**src/rtl/fp_rnd_pipe_pkg.sv**
```systemverilog
// Shared types for the binary32 rounder: producer record, stage registers,
// rounding-mode encodings, fflags bit positions and the canonical NaN.
package fp_wire;

    localparam logic [2:0] RM_RNE = 3'd0;
    localparam logic [2:0] RM_RTZ = 3'd1;
    localparam logic [2:0] RM_RDN = 3'd2;
    localparam logic [2:0] RM_RUP = 3'd3;
    localparam logic [2:0] RM_RMM = 3'd4;

    localparam int FLAG_NV = 4;
    localparam int FLAG_DZ = 3;
    localparam int FLAG_OF = 2;
    localparam int FLAG_UF = 1;
    localparam int FLAG_NX = 0;

    localparam logic [31:0] NAN_CANON = 32'h7FC0_0000;

    typedef struct packed {
        logic        sig;
        logic [10:0] expo;
        logic [24:0] mant;   // {carry, hidden, frac23}
        logic [1:0]  rema;
        logic [2:0]  grs;
        logic [2:0]  rm;
        logic        snan;
        logic        qnan;
        logic        dbz;
        logic        inf;
        logic        zero;
        logic        diff;
    } fp_rnd_in_type;

    typedef struct packed {
        logic        sig;
        logic [11:0] expo;   // one extra bit so the rounding carry never wraps
        logic [22:0] frac;
        logic [2:0]  rm;
        logic        nx;
        logic        snan;
        logic        qnan;
        logic        dbz;
        logic        inf;
        logic        zero;
        logic        diff;
    } fp_rnd_reg_type_1;

    localparam fp_rnd_reg_type_1 init_rnd_reg_1 = '0;

    typedef struct packed {
        logic [31:0] result;
        logic [4:0]  flags;
    } fp_rnd_reg_type_2;

    localparam fp_rnd_reg_type_2 init_rnd_reg_2 = '0;

endpackage

```
**src/rtl/fp_rnd_pipe_if.sv**
```systemverilog
// Valid/ready record-in / result-out bundle of the binary32 rounder.
import fp_wire::*;

interface fp_rnd_pipe_if;
    logic          valid_i;
    logic          ready_o;
    fp_rnd_in_type rnd_i;
    logic          valid_o;
    logic          ready_i;
    logic [31:0]   result_o;
    logic [4:0]    fflags_o;

    modport slave  (input  valid_i, rnd_i, ready_i,
                    output ready_o, valid_o, result_o, fflags_o);
    modport master (output valid_i, rnd_i, ready_i,
                    input  ready_o, valid_o, result_o, fflags_o);
endinterface

```
**src/rtl/fp_rnd_pipe_pack.sv**
```systemverilog
// Stage-2 packer: special/overflow/finite selection and fflags generation.
import fp_wire::*;

module fp_rnd_pack (
    input  fp_rnd_reg_type_1 r_i,
    output fp_rnd_reg_type_2 p_o
);
    logic ovf;
    logic to_inf;
    logic uf;

    always_comb begin
        p_o    = init_rnd_reg_2;
        ovf    = (r_i.expo >= 12'd255);
        uf     = r_i.nx & (r_i.expo == 12'd0);
        to_inf = 1'b0;
        // Overflow saturates to max-finite whenever the mode rounds toward zero
        case (r_i.rm)
            RM_RNE, RM_RMM: to_inf = 1'b1;
            RM_RUP:         to_inf = ~r_i.sig;
            RM_RDN:         to_inf = r_i.sig;
            default:        to_inf = 1'b0;
        endcase

        if (r_i.snan) begin
            p_o.result          = NAN_CANON;
            p_o.flags[FLAG_NV]  = 1'b1;
        end else if (r_i.qnan) begin
            p_o.result          = NAN_CANON;
        end else if (r_i.dbz) begin
            p_o.result          = {r_i.sig, 8'hFF, 23'd0};
            p_o.flags[FLAG_DZ]  = 1'b1;
        end else if (r_i.inf) begin
            p_o.result          = {r_i.sig, 8'hFF, 23'd0};
        end else if (r_i.zero) begin
            p_o.result          = {(r_i.diff ? (r_i.rm == RM_RDN) : r_i.sig), 31'd0};
        end else if (ovf) begin
            p_o.result          = to_inf ? {r_i.sig, 8'hFF, 23'd0} : {r_i.sig, 31'h7F7F_FFFF};
            p_o.flags[FLAG_OF]  = 1'b1;
            p_o.flags[FLAG_NX]  = 1'b1;
        end else begin
            p_o.result          = {r_i.sig, r_i.expo[7:0], r_i.frac};
            p_o.flags[FLAG_UF]  = uf;
            p_o.flags[FLAG_NX]  = r_i.nx;
        end
    end
endmodule

```
**src/rtl/fp_rnd_pipe.sv**
```systemverilog
// Two-stage binary32 rounder/packer with valid/ready on both sides.
// Optional sticky fflags accumulator enabled by FP_RND_STICKY_EN.
import fp_wire::*;

module fp_rnd_pipe (
    input  logic          clock,
    input  logic          reset,
    fp_rnd_pipe_if.slave  bus,
    input  logic          flags_clr,
    output logic [4:0]    fflags_acc
);
    fp_rnd_reg_type_1 p1_d, p1_q;
    fp_rnd_reg_type_2 p2_d, p2_q;
    logic             vld_p1_q, vld_p2_q;
    logic             adv1, adv2;
    logic [24:0]      m_rnd;
    logic [11:0]      e_rnd;
    logic [1:0]       unused_rema;

    function automatic logic rnd_up_f(input logic [2:0] rm, input logic sig,
                                      input logic [2:0] grs, input logic lsb);
        case (rm)
            RM_RNE:  return grs[2] & (grs[1] | grs[0] | lsb);
            RM_RDN:  return sig & (|grs);
            RM_RUP:  return ~sig & (|grs);
            RM_RMM:  return grs[2];
            default: return 1'b0;
        endcase
    endfunction

    assign unused_rema = bus.rnd_i.rema;

    // Stage 1: round the mantissa and renormalise the exponent
    always_comb begin
        p1_d  = init_rnd_reg_1;
        m_rnd = bus.rnd_i.mant + {24'd0, rnd_up_f(bus.rnd_i.rm, bus.rnd_i.sig,
                                                  bus.rnd_i.grs, bus.rnd_i.mant[0])};
        e_rnd = {1'b0, bus.rnd_i.expo};
        if (m_rnd[24]) begin
            e_rnd = e_rnd + 12'd1;
            m_rnd = m_rnd >> 1;
        end
        if (e_rnd == 12'd0 && m_rnd[23]) e_rnd = 12'd1;
        p1_d.sig  = bus.rnd_i.sig;
        p1_d.expo = e_rnd;
        p1_d.frac = m_rnd[22:0];
        p1_d.rm   = bus.rnd_i.rm;
        p1_d.nx   = |bus.rnd_i.grs;
        p1_d.snan = bus.rnd_i.snan;
        p1_d.qnan = bus.rnd_i.qnan;
        p1_d.dbz  = bus.rnd_i.dbz;
        p1_d.inf  = bus.rnd_i.inf;
        p1_d.zero = bus.rnd_i.zero;
        p1_d.diff = bus.rnd_i.diff;
    end

    // Stage 2: pack and flag
    fp_rnd_pack u_pack (
        .r_i (p1_q),
        .p_o (p2_d)
    );

    assign adv2        = ~vld_p2_q | bus.ready_i;
    assign adv1        = ~vld_p1_q | adv2;
    assign bus.ready_o = adv1;

    always_ff @(posedge clock or posedge reset) begin
        if (reset) begin
            vld_p1_q <= 1'b0;
            vld_p2_q <= 1'b0;
            p1_q     <= init_rnd_reg_1;
            p2_q     <= init_rnd_reg_2;
        end else begin
            if (adv1) begin
                vld_p1_q <= bus.valid_i;
                if (bus.valid_i) p1_q <= p1_d;
            end
            if (adv2) begin
                vld_p2_q <= vld_p1_q;
                if (vld_p1_q) p2_q <= p2_d;
            end
        end
    end

    assign bus.valid_o  = vld_p2_q;
    assign bus.result_o = p2_q.result;
    assign bus.fflags_o = p2_q.flags;

`ifdef FP_RND_STICKY_EN
    logic [4:0] acc_d, acc_q;
    logic       fire;

    assign fire = vld_p2_q & bus.ready_i;

    // A clear coinciding with a delivered result keeps only that result's flags
    always_comb begin
        acc_d = acc_q;
        if (flags_clr)  acc_d = fire ? p2_q.flags : 5'd0;
        else if (fire)  acc_d = acc_q | p2_q.flags;
    end

    always_ff @(posedge clock or posedge reset) begin
        if (reset) acc_q <= 5'd0;
        else       acc_q <= acc_d;
    end

    assign fflags_acc = acc_q;
`else
    logic unused_clr;
    assign unused_clr = flags_clr;
    assign fflags_acc = 5'd0;
`endif

endmodule

```
**src/flat_wrapper.sv**
```systemverilog
// flat-port wrapper written by rule: the top's interface ports become plain ports
module fp_rnd_pipe_flat 
  (clock, reset, flags_clr, fflags_acc, bus_valid_i, bus_rnd_i, bus_ready_i, bus_ready_o, bus_valid_o, bus_result_o, bus_fflags_o);
  fp_rnd_pipe_if bus_i ();
  input  logic clock;
  input  logic reset;
  input  logic flags_clr;
  output logic [4:0] fflags_acc;
  input wire logic [$bits(bus_i.valid_i)-1:0] bus_valid_i;
  input wire logic [$bits(bus_i.rnd_i)-1:0] bus_rnd_i;
  input wire logic [$bits(bus_i.ready_i)-1:0] bus_ready_i;
  output wire logic [$bits(bus_i.ready_o)-1:0] bus_ready_o;
  output wire logic [$bits(bus_i.valid_o)-1:0] bus_valid_o;
  output wire logic [$bits(bus_i.result_o)-1:0] bus_result_o;
  output wire logic [$bits(bus_i.fflags_o)-1:0] bus_fflags_o;
  assign bus_i.valid_i = bus_valid_i;
  assign bus_i.rnd_i = bus_rnd_i;
  assign bus_i.ready_i = bus_ready_i;
  assign bus_ready_o = bus_i.ready_o;
  assign bus_valid_o = bus_i.valid_o;
  assign bus_result_o = bus_i.result_o;
  assign bus_fflags_o = bus_i.fflags_o;
  fp_rnd_pipe u_core (.clock(clock), .reset(reset), .bus(bus_i), .flags_clr(flags_clr), .fflags_acc(fflags_acc));
endmodule
```
**config.mk**
```make
export PLATFORM = sky130hd
export DESIGN_NAME = fp_rnd_pipe_flat
export DESIGN_NICKNAME = d
export VERILOG_FILES = /design/src/rtl/fp_rnd_pipe_pkg.sv /design/src/rtl/fp_rnd_pipe_if.sv /design/src/rtl/fp_rnd_pipe_pack.sv /design/src/rtl/fp_rnd_pipe.sv /design/src/flat_wrapper.sv
export SDC_FILE = /design/constraint.sdc
export NUM_CORES = 1
export LEC_CHECK = 0
export CORE_ASPECT_RATIO = 1.2
export CORE_MARGIN = 1.5
export CORE_UTILIZATION = 49
export CTS_BUF_LIST = sky130_fd_sc_hd__clkbuf_4 sky130_fd_sc_hd__clkbuf_8
export DETAILED_ROUTE_END_ITERATION = 10
export HOLD_SLACK_MARGIN = 0.02
export PLACE_DENSITY = 0.82
export SYNTH_ARGS = -nofsm -noshare
export SYNTH_HDL_FRONTEND = slang
export SYNTH_HIERARCHICAL = 1
export SYNTH_SLANG_ARGS = --single-unit
export TNS_END_PERCENT = 20
```
**constraint.sdc**
```tcl
create_clock -name clock -period 4.2 [get_ports clock]
set_input_delay 0.84 -clock clock [delete_from_list [all_inputs] [get_ports clock]]
set_output_delay 0.84 -clock clock [all_outputs]
set_load 0.005 [all_outputs]
```
; After elaboration in Yosys (flattened, before gate mapping)
; Cells that the tools add are included.
[totals]
regBits = 85
in_bits = 56
output_inout_bits = 44
elab_cells = 68
[op_classes]
n_reduce_logical = 9
magnitude_cmp = 1
add_sub_neg = 2
n_bitwise = 12
n_eq_ne = 6
mux = 23
[ops]
columns = op, count
row1 = $mux W32, 5
row2 = $mux W24, 2
row3 = $mux W31, 1
row4 = $add A25 B1 Y25, 1
row5 = $logic_not A12 Y1, 2
row6 = $mux W12, 2
row7 = $add A11 B1 Y12 const B, 1
row8 = $eq A3 B2 Y1 const B, 4
row9 = $ge A12 B8 Y1 const B, 1
row10 = $mux W3, 3
row11 = $mux W4, 2
row12 = $eq A3 B3 Y1 const B, 2
row13 = $logic_not A3 Y1, 2
row14 = $mux W1, 6
row15 = $and A1 B1 Y1, 4
row16 = $not A1 Y1, 4
row17 = $or A1 B1 Y1, 4
row18 = $pmux W1 S4, 1
row19 = $reduce_and A2 Y1, 2
row20 = $pmux W1 S3, 1
row21 = $reduce_or A3 Y1, 1
row22 = $reduce_or A2 Y1, 1
row23 = $logic_and A1 B1 Y1, 1

; Longest topological paths before layout
[logic_depth]
word_depth = 10
mapped_depth = 16
mapped_depth_nobuf = 14

; Modules after synthesis
; Netlist, hierarchy kept.
[modules_own_cells]
columns = module, area_each_um2, seq_area_each_um2, cells_per_inst, instances
row1 = fp_rnd_pipe, 4302.9, 2127.0, 437, 1
row2 = fp_rnd_pack, 503.0, 0.0, 75, 1

; Least setup slack after synthesis
; No wires, ideal clock.
[synth_timing]
kind = in2reg
startpoint = input bus_rnd_i[50]
endpoint = register u_core/p1_q[33] in the netlist's numbering
path_buffers = 0
t_arrival_ns = 3.220
slack_ns = 0.885
setup_ns = 0.095
stages = 14
path_cell_list = xor2_1 -> nand3b_1 -> o31ai_1 -> nand2_1 -> o21ai_0 -> ha_1 -> ha_1 -> nand4_1 -> or4_4 -> o21a_4 -> o2111ai_2 -> mux2i_1 -> nand4_1 -> o31ai_1
[synth_via]
elab_chain_cells = 8
[synth_lines]
columns = element, line
row1 = start: declaration, flat_wrapper.sv:10  ; input wire logic [$bits(bus_i.rnd_i)-1:0] bus_rnd_i;
row2 = $not A1 Y1, fp_rnd_pipe.sv:25  ; RM_RUP: return ~sig & (|grs);
row3 = $and A1 B1 Y1, fp_rnd_pipe.sv:25
row4 = $pmux W1 S4 *, fp_rnd_pipe.sv:22  ; case (rm)
row5 = $add A25 B1 Y25 *, fp_rnd_pipe.sv:36  ; m_rnd = bus.rnd_i.mant + {24'd0, rnd_up_f(bus.rnd_i.rm, bus.rnd_i.sig,
row6 = $mux W12, fp_rnd_pipe.sv:39  ; if (m_rnd[24]) begin
row7 = $logic_not A12 Y1, fp_rnd_pipe.sv:43  ; if (e_rnd == 12'd0 && m_rnd[23]) e_rnd = 12'd1;
row8 = $logic_and A1 B1 Y1, fp_rnd_pipe.sv:43
row9 = $mux W12 *, fp_rnd_pipe.sv:43
row10 = end signal: assignment, fp_rnd_pipe.sv:71  ; p1_q <= init_rnd_reg_1;
row11 = end signal: assignment, fp_rnd_pipe.sv:76  ; if (bus.valid_i) p1_q <= p1_d;
row12 = end: declaration, fp_rnd_pipe.sv:12  ; fp_rnd_reg_type_1 p1_d, p1_q;
; Every way passes the cells marked *; elsewhere a longest branch is shown, timed or not.
; A chain may end at the register's enable or synchronous reset.

; Worst setup path after layout
[layout_timing]
startpoint = input bus_rnd_i[6]
endpoint = register u_core/p1_q[33] in the netlist's numbering
[layout_via]
elab_chain_cells = 7
[layout_lines]
columns = element, line
row1 = $eq A3 B3 Y1 (tied with other cells), fp_rnd_pipe.sv:22
row2 = $pmux W1 S4 *, fp_rnd_pipe.sv:22
row3 = $add A25 B1 Y25 *, fp_rnd_pipe.sv:36
row4 = $mux W12, fp_rnd_pipe.sv:39
row5 = $logic_not A12 Y1, fp_rnd_pipe.sv:43
row6 = $logic_and A1 B1 Y1, fp_rnd_pipe.sv:43
row7 = $mux W12 *, fp_rnd_pipe.sv:43
; Marked as above.

==> summary.md <==
| Metric | Value |
|---|---|
| Critical Path End Type | `flip-flop` |
| Simple-gate share of the synthesized area | `19.8%` |
| Share of layout cells above drive strength 1 | `13.9%` |
| Sw power | `0.575 mW` |
| Worst hold slack | `477 ps` |
| Mux contribution to synthesized area | `9.95%` |
| Hold_sp | `u_core/p1_q[16]` |
| Finish-stage setup viols | `0` |
| Worst skew pair latency | `350 ps` |
| Startpoint types | `input port` |
| # rows | `39` |
| Synth async-reset ratio | `100%` |
| Iter 0 DRT Violations | `248` |
| IO buf count | `91` |
| Core area | `9520 um2` |
| Slew Limit Fails | `0` |
| Seq/Total Area, Yosys | `44.3%` |
| Reg2reg start | `u_core/p1_q[41]` |
| Crit-path max FO | `8` |
| Largest net degree at the start of global routing | `74` |
| Clock tree buffer depth | `2` |
| Worst EP arrival | `4080 ps` |
| Vert. Die Dim | `111 um` |
| WS Path Type | `input port to flip-flop` |
| Critical path required time | `4450 ps` |
| Via count | `4038` |
| Hold buffer count at CTS | `0` |
| Sw frac | `28.6%` |
| CTS tree | `built` |
| Die ar. | `10400 um2` |
| Synth unique cells | `50` |
| Xor-xnor portion of the synthesized cell area | `6.38%` |
| Post-Synth Adder-Cell Area | `0.781%` |
| EDFF count, synth | `0` |
| Setup TNS | `0 ps` |
| ANT cells | `0` |
| Hold WC Path Type | `flip-flop to flip-flop` |
| Antenna violations before repair | `0` |
| Wire per inst | `15.4 um` |
| Clock network power share | `27.5%` |
| Pre-CTS setup slack | `62.4 ps` |
| Total power | `2.01 mW` |
| Max_cap viols | `0` |
| IO Count | `100` |
| Syn Area/Cell | `9.39 um2` |
| CTS root buf | `clkbuf_8` |
| Drt total wl | `11.2 mm` |
| First-pass GRT wire length | `19.4 mm` |
| Synth area leader | `dfrtp_1` |
| Outcome | `completed` |
| Synth Area in Compound Gates | `14.5%` |
| PwrDens | `335 nW/um2` |
| Post-DRT Antenna Nets | `0` |
| DR pass1 iterations | `4` |
| CP startpoint | `bus_rnd_i[6]` |
| Comb power frac | `22.8%` |
| Fmax | `261 MHz` |
| Slew HR | `21.3%` |
| Die Span X | `93.4 um` |
| Clock sinks | `85` |
| Nets | `661` |
| Initial core utilization | `50.5%` |
| Int Pwr | `1.44 mW` |
| Maximum vdd drop | `0.166 mV` |
| Period minus WS final | `3830 ps` |
| Unrepaired setup endpoints after global routing | `no` |
| Synth top area share | `44.3%` |
| CTS resizes | `0` |
| Top_reg_cell synth | `dfrtp_1` |
| #FFs+latches synth | `85` |
| Final hold viol count | `0` |
| Tcrit/Tclk final | `91.1%` |
| Mapped Cells | `512` |
| H-Tree Depth | `3` |
| Final WS setup | `374 ps` |
| CTS Buf Count | `9` |
| Slew of the pin with the lowest slew margin | `1180 ps` |
| Synth Cell Area | `4810 um2` |
| Ys Warns | `6` |
| LEAKAGE | `2.53 nW` |
| Post-route DRC | `0` |
| Clock transition at the registers of the reported paths | `80 ps` |
| Routability Congestion | `0.887` |
| Number of global-route vias before repair | `4025` |
| Sequential share of power | `49.6%` |
| Postcts setup bufs | `0` |
| Layout Skew | `7.78 ps` |
| Post-DP HPWL | `8.39 mm` |
| Total track usage | `23.2%` |
| Largest family of logic cells by synthesized area | `simple AND/OR/NAND/NOR gates` |
| Via density per instance | `5.54` |
| Synth-to-Final Area Change | `25.1%` |
| Top post-synthesis cells by area | `dfrtp_1 (44%), mux2_2 (8.9%), nand2_1 (7.5%)` |
| Final Core Density | `63.2%` |
| GRT overflow | `0` |
==> per-stage QoR <==
step	instance area, um2	std cells
finish	6010	729
global route	6010	729
CTS	6010	729
detailed placement	5830	714
global placement	5830	714
floorplan	4820	516
==> layer usage <==
metal / track usage [%] / share of wire [%] / up-vias
met5: 0 / 0 / -
met3: 3.42 / 4.8 / 19
li1: - / - / 1958
met2: 38.0 / 50 / 133
met4: 8.89 / 2.0 / 0
met1: 30.9 / 43 / 1928
==> area by class of cell <==
class	instances	area (um2)
repair buffers	107	1030
clock inverters	5	52.6
flip-flops and latches	85	2130
fillers	817	3500
well taps	123	154
clock buffers	10	131
inverters	5	20.0
multi-input cells	394	2490
==> power by group through the flow <==
stage	clock network, mW	registers (mW)	logic (mW)
after CTS	0.566	0.997	0.462
after global placement	0	1.01	0.445
final	0.554	0.998	0.459
after global routing	0.592	1.01	0.508
after detailed placement	0	1.01	0.459
after floorplan	0	0.993	0.263
==> state kept, by name, summed over array words and instances (netlist names) <==
register / cells
u_core/bus.valid_o: 1
u_core/vld_p1_q: 1
u_core/p1_q: 46
u_core/bus.fflags_o: 5
u_core/bus.result_o: 32
==> synth_stat cells, drive strengths merged (2+ instances only) <==
cell type,n
and2,6
buf,17
o211ai,2
xor2,20
nand4,18
and3,3
nand2,96
clkbuf,15
a21oi,17
o21a,24
nand2b,5
inv,5
o31ai,4
mux2i,5
a21o,2
mux2,38
o2111ai,5
ha,3
nand3b,3
a21boi,2
nor3,8
nor4,4
o21ai,43
or4,3
xnor2,15
dfrtp,85
or3,2
nor2,38
nand3,13
==> kinds of logic (layout without fill, tap and decap cells) <==
kind of cell | count (synthesis) | count (layout)
buffers and inverters | 37 | 127
multiplexers | 43 | 43
AO/OA/AOI/OAI | 105 | 105
other | 1 | 5
AND/OR/NAND/NOR | 203 | 203
flip-flops | 85 | 85
XOR/XNOR | 35 | 35
adder cells (fa/ha/maj) | 3 | 3
==> path summary, 6_finish.rpt <==
kind                                      endpoint  slack, ps  cells after the start
setup / recovery                   u_core/p1_q[33]        370                     15
hold / removal                     u_core/p1_q[16]        480                      2
setup reg to reg           u_core/bus.result_o[12]       1450                      5
hold reg to reg                    u_core/p1_q[16]        480                      2
max in group asynchronous          u_core/p1_q[32]       2520                      3
min in group asynchronous           u_core/p1_q[8]        880                      2
==> worst max-delay path: stages <==
cell and delay, ps:
clkdlybuf4s50_1 500, xor2_1 150, nand3b_1 130, o31ai_1 100, nand2_1 80, o21ai_0 80, ha_1 240, ha_1 220
nand4_1 160, or4_4 500, o21a_4 260, o2111ai_2 210, xor2_1 240, nand4_1 120, o31ai_1 260
==> cell usage in the layout (no fill, tap or decap), types with 13 or more instances in the layout <==
cell	count
nor2_1	37
nand4_1	17
o21a_1	23
nand2_1	95
dfrtp_1	85
clkdlybuf4s50_1	91
buf_4	16
xor2_1	20
nand3_1	13
xnor2_1	15
o21ai_0	39
a21oi_1	17
mux2_2	38
(Power assumes the default switching activity.)
